===== src/rtl/vdff_share_arbiter.sv =====
// Two-requester shared delayed register.
// A grant captures the winner's data into a shadow register. DELAY edges later,
// the shadow value is published on out with a one-cycle out_valid pulse.
// When both requesters ask together, the one not granted last time wins.
module vdff_share_arbiter #(
   parameter int SIZE  = 5,
   parameter int DELAY = 10
) (
   input  logic            clk,
   input  logic            rst,
   input  logic            req0,
   input  logic            req1,
   input  logic [SIZE-1:0] in0,
   input  logic [SIZE-1:0] in1,
   output logic            gnt0,
   output logic            gnt1,
   output logic [SIZE-1:0] out,
   output logic            out_valid,
   output logic            out_src,
   output logic            busy
);

   typedef enum logic {IDLE, HOLD} state_t;

   localparam logic [7:0] CNT_LOAD = 8'(DELAY - 1);

   state_t          r_state,  w_state_n;
   logic [7:0]      r_cnt,    w_cnt_n;
   logic [SIZE-1:0] r_shadow, w_shadow_n;
   logic            r_win,    w_win_n;
   logic            r_last,   w_last_n;
   logic            r_gnt0,   w_gnt0_n;
   logic            r_gnt1,   w_gnt1_n;
   logic [SIZE-1:0] r_out,    w_out_n;
   logic            r_valid,  w_valid_n;
   logic            r_src,    w_src_n;
   logic            r_busy,   w_busy_n;
   logic            w_pick1;

   // Register all state and outputs; reset drops any in-flight transaction
   always_ff @(posedge clk or posedge rst) begin
      if (rst) begin
         r_state  <= IDLE;
         r_cnt    <= '0;
         r_shadow <= '0;
         r_win    <= 1'b0;
         r_last   <= 1'b1;
         r_gnt0   <= 1'b0;
         r_gnt1   <= 1'b0;
         r_out    <= '0;
         r_valid  <= 1'b0;
         r_src    <= 1'b0;
         r_busy   <= 1'b0;
      end else begin
         r_state  <= w_state_n;
         r_cnt    <= w_cnt_n;
         r_shadow <= w_shadow_n;
         r_win    <= w_win_n;
         r_last   <= w_last_n;
         r_gnt0   <= w_gnt0_n;
         r_gnt1   <= w_gnt1_n;
         r_out    <= w_out_n;
         r_valid  <= w_valid_n;
         r_src    <= w_src_n;
         r_busy   <= w_busy_n;
      end
   end

   // Compute the next state and the next values of the registered outputs
   always_comb begin
      w_state_n  = r_state;
      w_cnt_n    = r_cnt;
      w_shadow_n = r_shadow;
      w_win_n    = r_win;
      w_last_n   = r_last;
      w_gnt0_n   = 1'b0;
      w_gnt1_n   = 1'b0;
      w_out_n    = r_out;
      w_valid_n  = 1'b0;
      w_src_n    = r_src;
      w_busy_n   = 1'b0;
      // Requester 1 wins if it is the only one asking, or if both ask and 0 won last time
      w_pick1    = req1 && (!req0 || !r_last);
      unique case (r_state)
         IDLE: begin
            if (req0 || req1) begin
               w_gnt0_n   = !w_pick1;
               w_gnt1_n   = w_pick1;
               w_shadow_n = w_pick1 ? in1 : in0;
               w_win_n    = w_pick1;
               w_cnt_n    = CNT_LOAD;
               w_busy_n   = 1'b1;
               w_state_n  = HOLD;
            end
         end
         HOLD: begin
            w_busy_n = 1'b1;
            if (r_cnt != 8'd0) begin
               w_cnt_n = r_cnt - 8'd1;
            end else begin
               w_out_n   = r_shadow;
               w_src_n   = r_win;
               w_valid_n = 1'b1;
               w_last_n  = r_win;
               w_state_n = IDLE;
            end
         end
         default: w_state_n = IDLE;
      endcase
   end

   assign gnt0      = r_gnt0;
   assign gnt1      = r_gnt1;
   assign out       = r_out;
   assign out_valid = r_valid;
   assign out_src   = r_src;
   assign busy      = r_busy;

endmodule


===== config.mk =====
export PLATFORM = sky130hd
export DESIGN_NAME = vdff_share_arbiter
export DESIGN_NICKNAME = d
export VERILOG_FILES = /design/src/rtl/vdff_share_arbiter.sv
export SDC_FILE = /design/constraint.sdc
export NUM_CORES = 1
export LEC_CHECK = 0
export ABC_AREA = 0
export CAP_MARGIN = 15
export CORE_ASPECT_RATIO = 0.7
export CORE_UTILIZATION = 45
export DETAILED_ROUTE_END_ITERATION = 8
export MAX_ROUTING_LAYER = met4
export PLACE_DENSITY = 0.8
export SLEW_MARGIN = 20
export SYNTH_ARGS = -nofsm -noshare
export SYNTH_HDL_FRONTEND = slang
export SYNTH_SLANG_ARGS = --single-unit

===== constraint.sdc =====
create_clock -name clk -period 1.7 [get_ports clk]
set_clock_uncertainty 0.05 [all_clocks]
set_input_delay 0.17 -clock clk [delete_from_list [all_inputs] [get_ports clk]]
set_output_delay 0.17 -clock clk [all_outputs]
set_load 0.02 [all_outputs]

==> flow_summary_export.csv, run 1 <==
group,metric,value,unit
status,run_status,"finished clean",
place,place_inst,165,
pwr,max-vdd-ir-drop,0.000954,V
logic_synthesis,syn_area_per_cell,12.2,sq um
pwr,p_clk_frac,0.175,
final_layout,layout.nets,157,
clocking,clk_latency,0.28,ns
logic_synthesis,synth_adder_area_share,0.0211,
clocking,clk_pin_slew_worst_paths,0.10,ns
timing,worstMarginPinSlew,0.402,ns
detailed_routing,drc_errors,0,
floorplan,fp.dieH,45.0,microns
detailed_routing,drtIter0Drc,51,
place,placed_area,1550,sq um
timing,fin_crit,1.68,ns
timing,rsz0062_at_grt,"true",
floorplan,die_w,63.4,microns
logic_synthesis,ys_ff_latch,26,
final_layout,nFillCells,164,
logic_synthesis,syn_nets,113,
pwr,power.internal,1.87,mW
clocking,clock_path_buffers,2,
logic_synthesis,synth_seq_area_share,0.550,
timing,fmaxAchievable,0.594,GHz
worst_setup_path,worstSetupPathType,"reg2reg",
final_layout,syn_to_final_growth,47.8,%
global_route,antenna_found_initial,0,
detailed_routing,routedWlPerCell,16.5,microns
detailed_routing,antenna_left,0,
global_route,grt_pass1_vias,952,
timing,finalCritPeriodShare,0.990,
worst_setup_path,r2r_slack,0.02,ns
pwr,switching_share,0.358,
worst_setup_path,end_kind,"flip-flop",
timing,slew_headroom,0.732,
floorplan,row_count,15,
logic_synthesis,synth_mux_area_frac,0.109,
worst_setup_path,worst-endpoint-required,1.82,ns
detailed_routing,drt_pass1_iterations,4,
detailed_routing,vias_per_cell,5.49,
final_layout,antennaDiodeCount,0,
timing,holdWs,0.204,ns
clocking,h-tree-depth,1,
worst_setup_path,worst_ep_arrival_time,1.81,ns
logic_synthesis,synth_area,1190,sq um
logic_synthesis,ys_types,34,
logic_synthesis,yosys_warnings,0,
pwr,sequentialPowerShare,0.386,
worst_setup_path,crit_fanout,3,
global_route,grt-ovfl-total,0,
job,drv_cap,0,
floorplan,dieArea,2850,sq um
logic_synthesis,synth_compound_area_frac,0.138,
place,routabilityCongestion,0.861,
pwr,p_comb_frac,0.439,
floorplan,core-area,2480,sq um
global_route,grt_max_degree,27,
final_layout,fin_area,1750,sq um
clocking,cts_tree,"yes",
worst_setup_path,r2r-end,"r_cnt[6]$_DFFE_PP0P_",
timing,maxSlewViolCount,0,
clocking,ctsHoldBuffers,0,
global_route,grt_pass1_wl,4590,microns
place,port_buffers,23,
worst_setup_path,regToRegStartpoint,"r_cnt[0]$_DFFE_PP0P_",
pwr,switching_power,1.04,mW
logic_synthesis,synth_top_family_by_area,"simple AND/OR/NAND/NOR gates",
worst_setup_path,start_kind,"flip-flop",
detailed_routing,vias,956,
floorplan,io_pins,24,
global_route,grt_usage,0.222,
clocking,cts_root_buf,"clkbuf_8",
pwr,powerDensity,1660,nW/um^2
logic_synthesis,post_synth_xor_area_fraction,0.0148,
final_layout,drive_above_1_share,0.364,
timing,final_hold_viol_count,0,
timing,setup_viol,0,
pwr,leakage,0.768,nW
logic_synthesis,synthSimpleGateAreaFrac,0.152,
worst_hold_path,hp-class,"in2async",
floorplan,start_util,0.479,
clocking,cts_made_buffers,3,
logic_synthesis,synthCells,97,
clocking,clock_sinks,26,
place,hpwl,1820,microns
worst_setup_path,reg2reg_depth,7,
detailed_routing,drt_wl_total,2880,microns
final_layout,layoutNonFillerInstCount,174,
## power groups by stage
stage	Sequential, mW	Clock, mW	Combinational (mW)
final	1.12	0.509	1.28
after global routing	1.16	0.544	1.39
after CTS	1.09	0.515	1.13
after detailed placement	1.09	0	1.03
after global placement	1.07	0	0.992
after floorplan	1.13	0	0.562
## logic make-up after synthesis
kind of cell / Yosys count
flops: 26
compound gates: 22
mux: 12
buf+inv: 5
fa+ha+maj: 2
xor+xnor: 2
simple gates: 28
## routing by layer
layer	share of wire	wire length (microns)	track usage	vias up
met2	0.49	1420	0.366	30
met1	0.45	1300	0.284	483
met3	0.043	123	0.0404	6
met5	0	0	-	-
li1	-	-	-	437
met4	0.014	41	0.0727	0
## what timing repair did
action                                  CTS  global route
pin swaps                                 3             6
setup buffers                             2             5
endpoints found under the setup margin    4            13
gates cloned                              0             0
resized for setup                         8            12
## layout make-up
cell class	count	area, sq um	area share
repair buffers	40	365	0.208
well taps	34	42.5	0.0243
inverters	4	15.0	0.00857
clock buffers	3	41.3	0.0236
clock inverters	1	30.0	0.0171
flip-flops and latches	26	653	0.373
multi-input cells	66	606	0.345
## worst max path at each step
stage | start | cells after the start | to
2_1_floorplan | r_cnt[0]$_DFFE_PP0P_ | 6 | r_cnt[5]$_DFFE_PP0P_
3_3_place_gp | r_cnt[0]$_DFFE_PP0P_ | 7 | r_cnt[5]$_DFFE_PP0P_
3_5_place_dp | r_cnt[0]$_DFFE_PP0P_ | 7 | r_cnt[5]$_DFFE_PP0P_
4_1_cts | r_state$_DFF_PP0_ | 6 | r_cnt[1]$_DFFE_PP0P_
5_1_grt | r_cnt[1]$_DFFE_PP0P_ | 7 | r_cnt[6]$_DFFE_PP0P_
6_report | r_cnt[0]$_DFFE_PP0P_ | 7 | r_cnt[6]$_DFFE_PP0P_
## synthesized netlist by cell type
cell / number / share of area
or2_4: 1 / 0.0074
a21o_1: 1 / 0.0063
a21boi_2: 1 / 0.0095
nor3b_1: 1 / 0.0063
dfstp_2: 1 / 0.022
clkbuf_1: 1 / 0.0032
a2111oi_2: 1 / 0.013
mux2_2: 7 / 0.066
dfrtp_1: 25 / 0.53
nor4_4: 1 / 0.018
mux2i_1: 5 / 0.042
o311ai_1: 1 / 0.0074
a21bo_2: 2 / 0.017
nor4bb_2: 1 / 0.014
nor2_1: 6 / 0.019
or3_1: 4 / 0.021
o21ai_0: 7 / 0.030
nand3_4: 1 / 0.015
o31ai_1: 1 / 0.0063
nor2b_1: 1 / 0.0053
xnor2_1: 2 / 0.015
o41ai_1: 2 / 0.015
a31o_2: 1 / 0.0074
ha_1: 2 / 0.021
o21bai_1: 1 / 0.0063
inv_1: 4 / 0.013
nor3_1: 1 / 0.0042
a21oi_1: 2 / 0.0084
nand3_1: 1 / 0.0042
and2_1: 1 / 0.0053
o22ai_1: 1 / 0.0053
nand2_1: 7 / 0.022
o311ai_0: 1 / 0.0074
nand2b_1: 2 / 0.011
## worst max-delay path: stages, from the launching register on
cell and delay, ns:
dfrtp_1 0.40, inv_2 0.07, buf_4 0.10, ha_2 0.18
o31ai_2 0.08, a21oi_1 0.34, a21oi_1 0.14, a31o_2 0.24
## cells in the final DEF (no fill, tap or decap), drive strengths merged, types with 2 or more instances in the layout
cell	Yosys	final
or3	4	4
buf	0	17
o41ai	2	2
nand2	7	7
dfrtp	25	25
mux2i	5	5
clkbuf	1	3
mux2	7	7
o21ai	7	7
clkdlybuf4s50	0	23
nand3	2	2
nand2b	2	2
inv	4	4
nor2	6	6
o311ai	2	2
a21oi	2	2
ha	2	2
xnor2	2	2
a21bo	2	2
## metrics by stage
step,utilization,setup slack [ns],total power [mW],TNS [ns]
6_report,0.708,0.0163,2.91,0
4_1_cts,0.676,0.00131,2.74,0
3_3_place_gp,0.624,-0.0344,2.06,-0.0344
5_1_grt,0.708,-0.0778,3.09,-0.101
3_5_place_dp,0.624,-0.166,2.12,-0.246
2_1_floorplan,-,0.0744,1.69,0
## flip-flops by register name (all words and copies together) (netlist names)
register   flops
r_state        1
r_last         1
out_src        1
gnt1           1
busy           1
out            5
r_shadow       5
out_valid      1
r_cnt          8
gnt0           1
r_win          1
Power figures use the tool's default switching activity.
==> run 2: changes to the inputs <==
--- a/config.mk
+++ b/config.mk
@@ -9,7 +9,10 @@
 export CAP_MARGIN = 15
 export CORE_ASPECT_RATIO = 0.7
 export CORE_UTILIZATION = 45
+export CTS_CLUSTER_DIAMETER = 30
+export CTS_CLUSTER_SIZE = 24
 export DETAILED_ROUTE_END_ITERATION = 8
+export GPL_ROUTABILITY_DRIVEN = 1
 export MAX_ROUTING_LAYER = met4
 export PLACE_DENSITY = 0.8
 export SLEW_MARGIN = 20
==> results of run 2 <==
No change in the layout: final DEF, timing and power equal those of run 1.
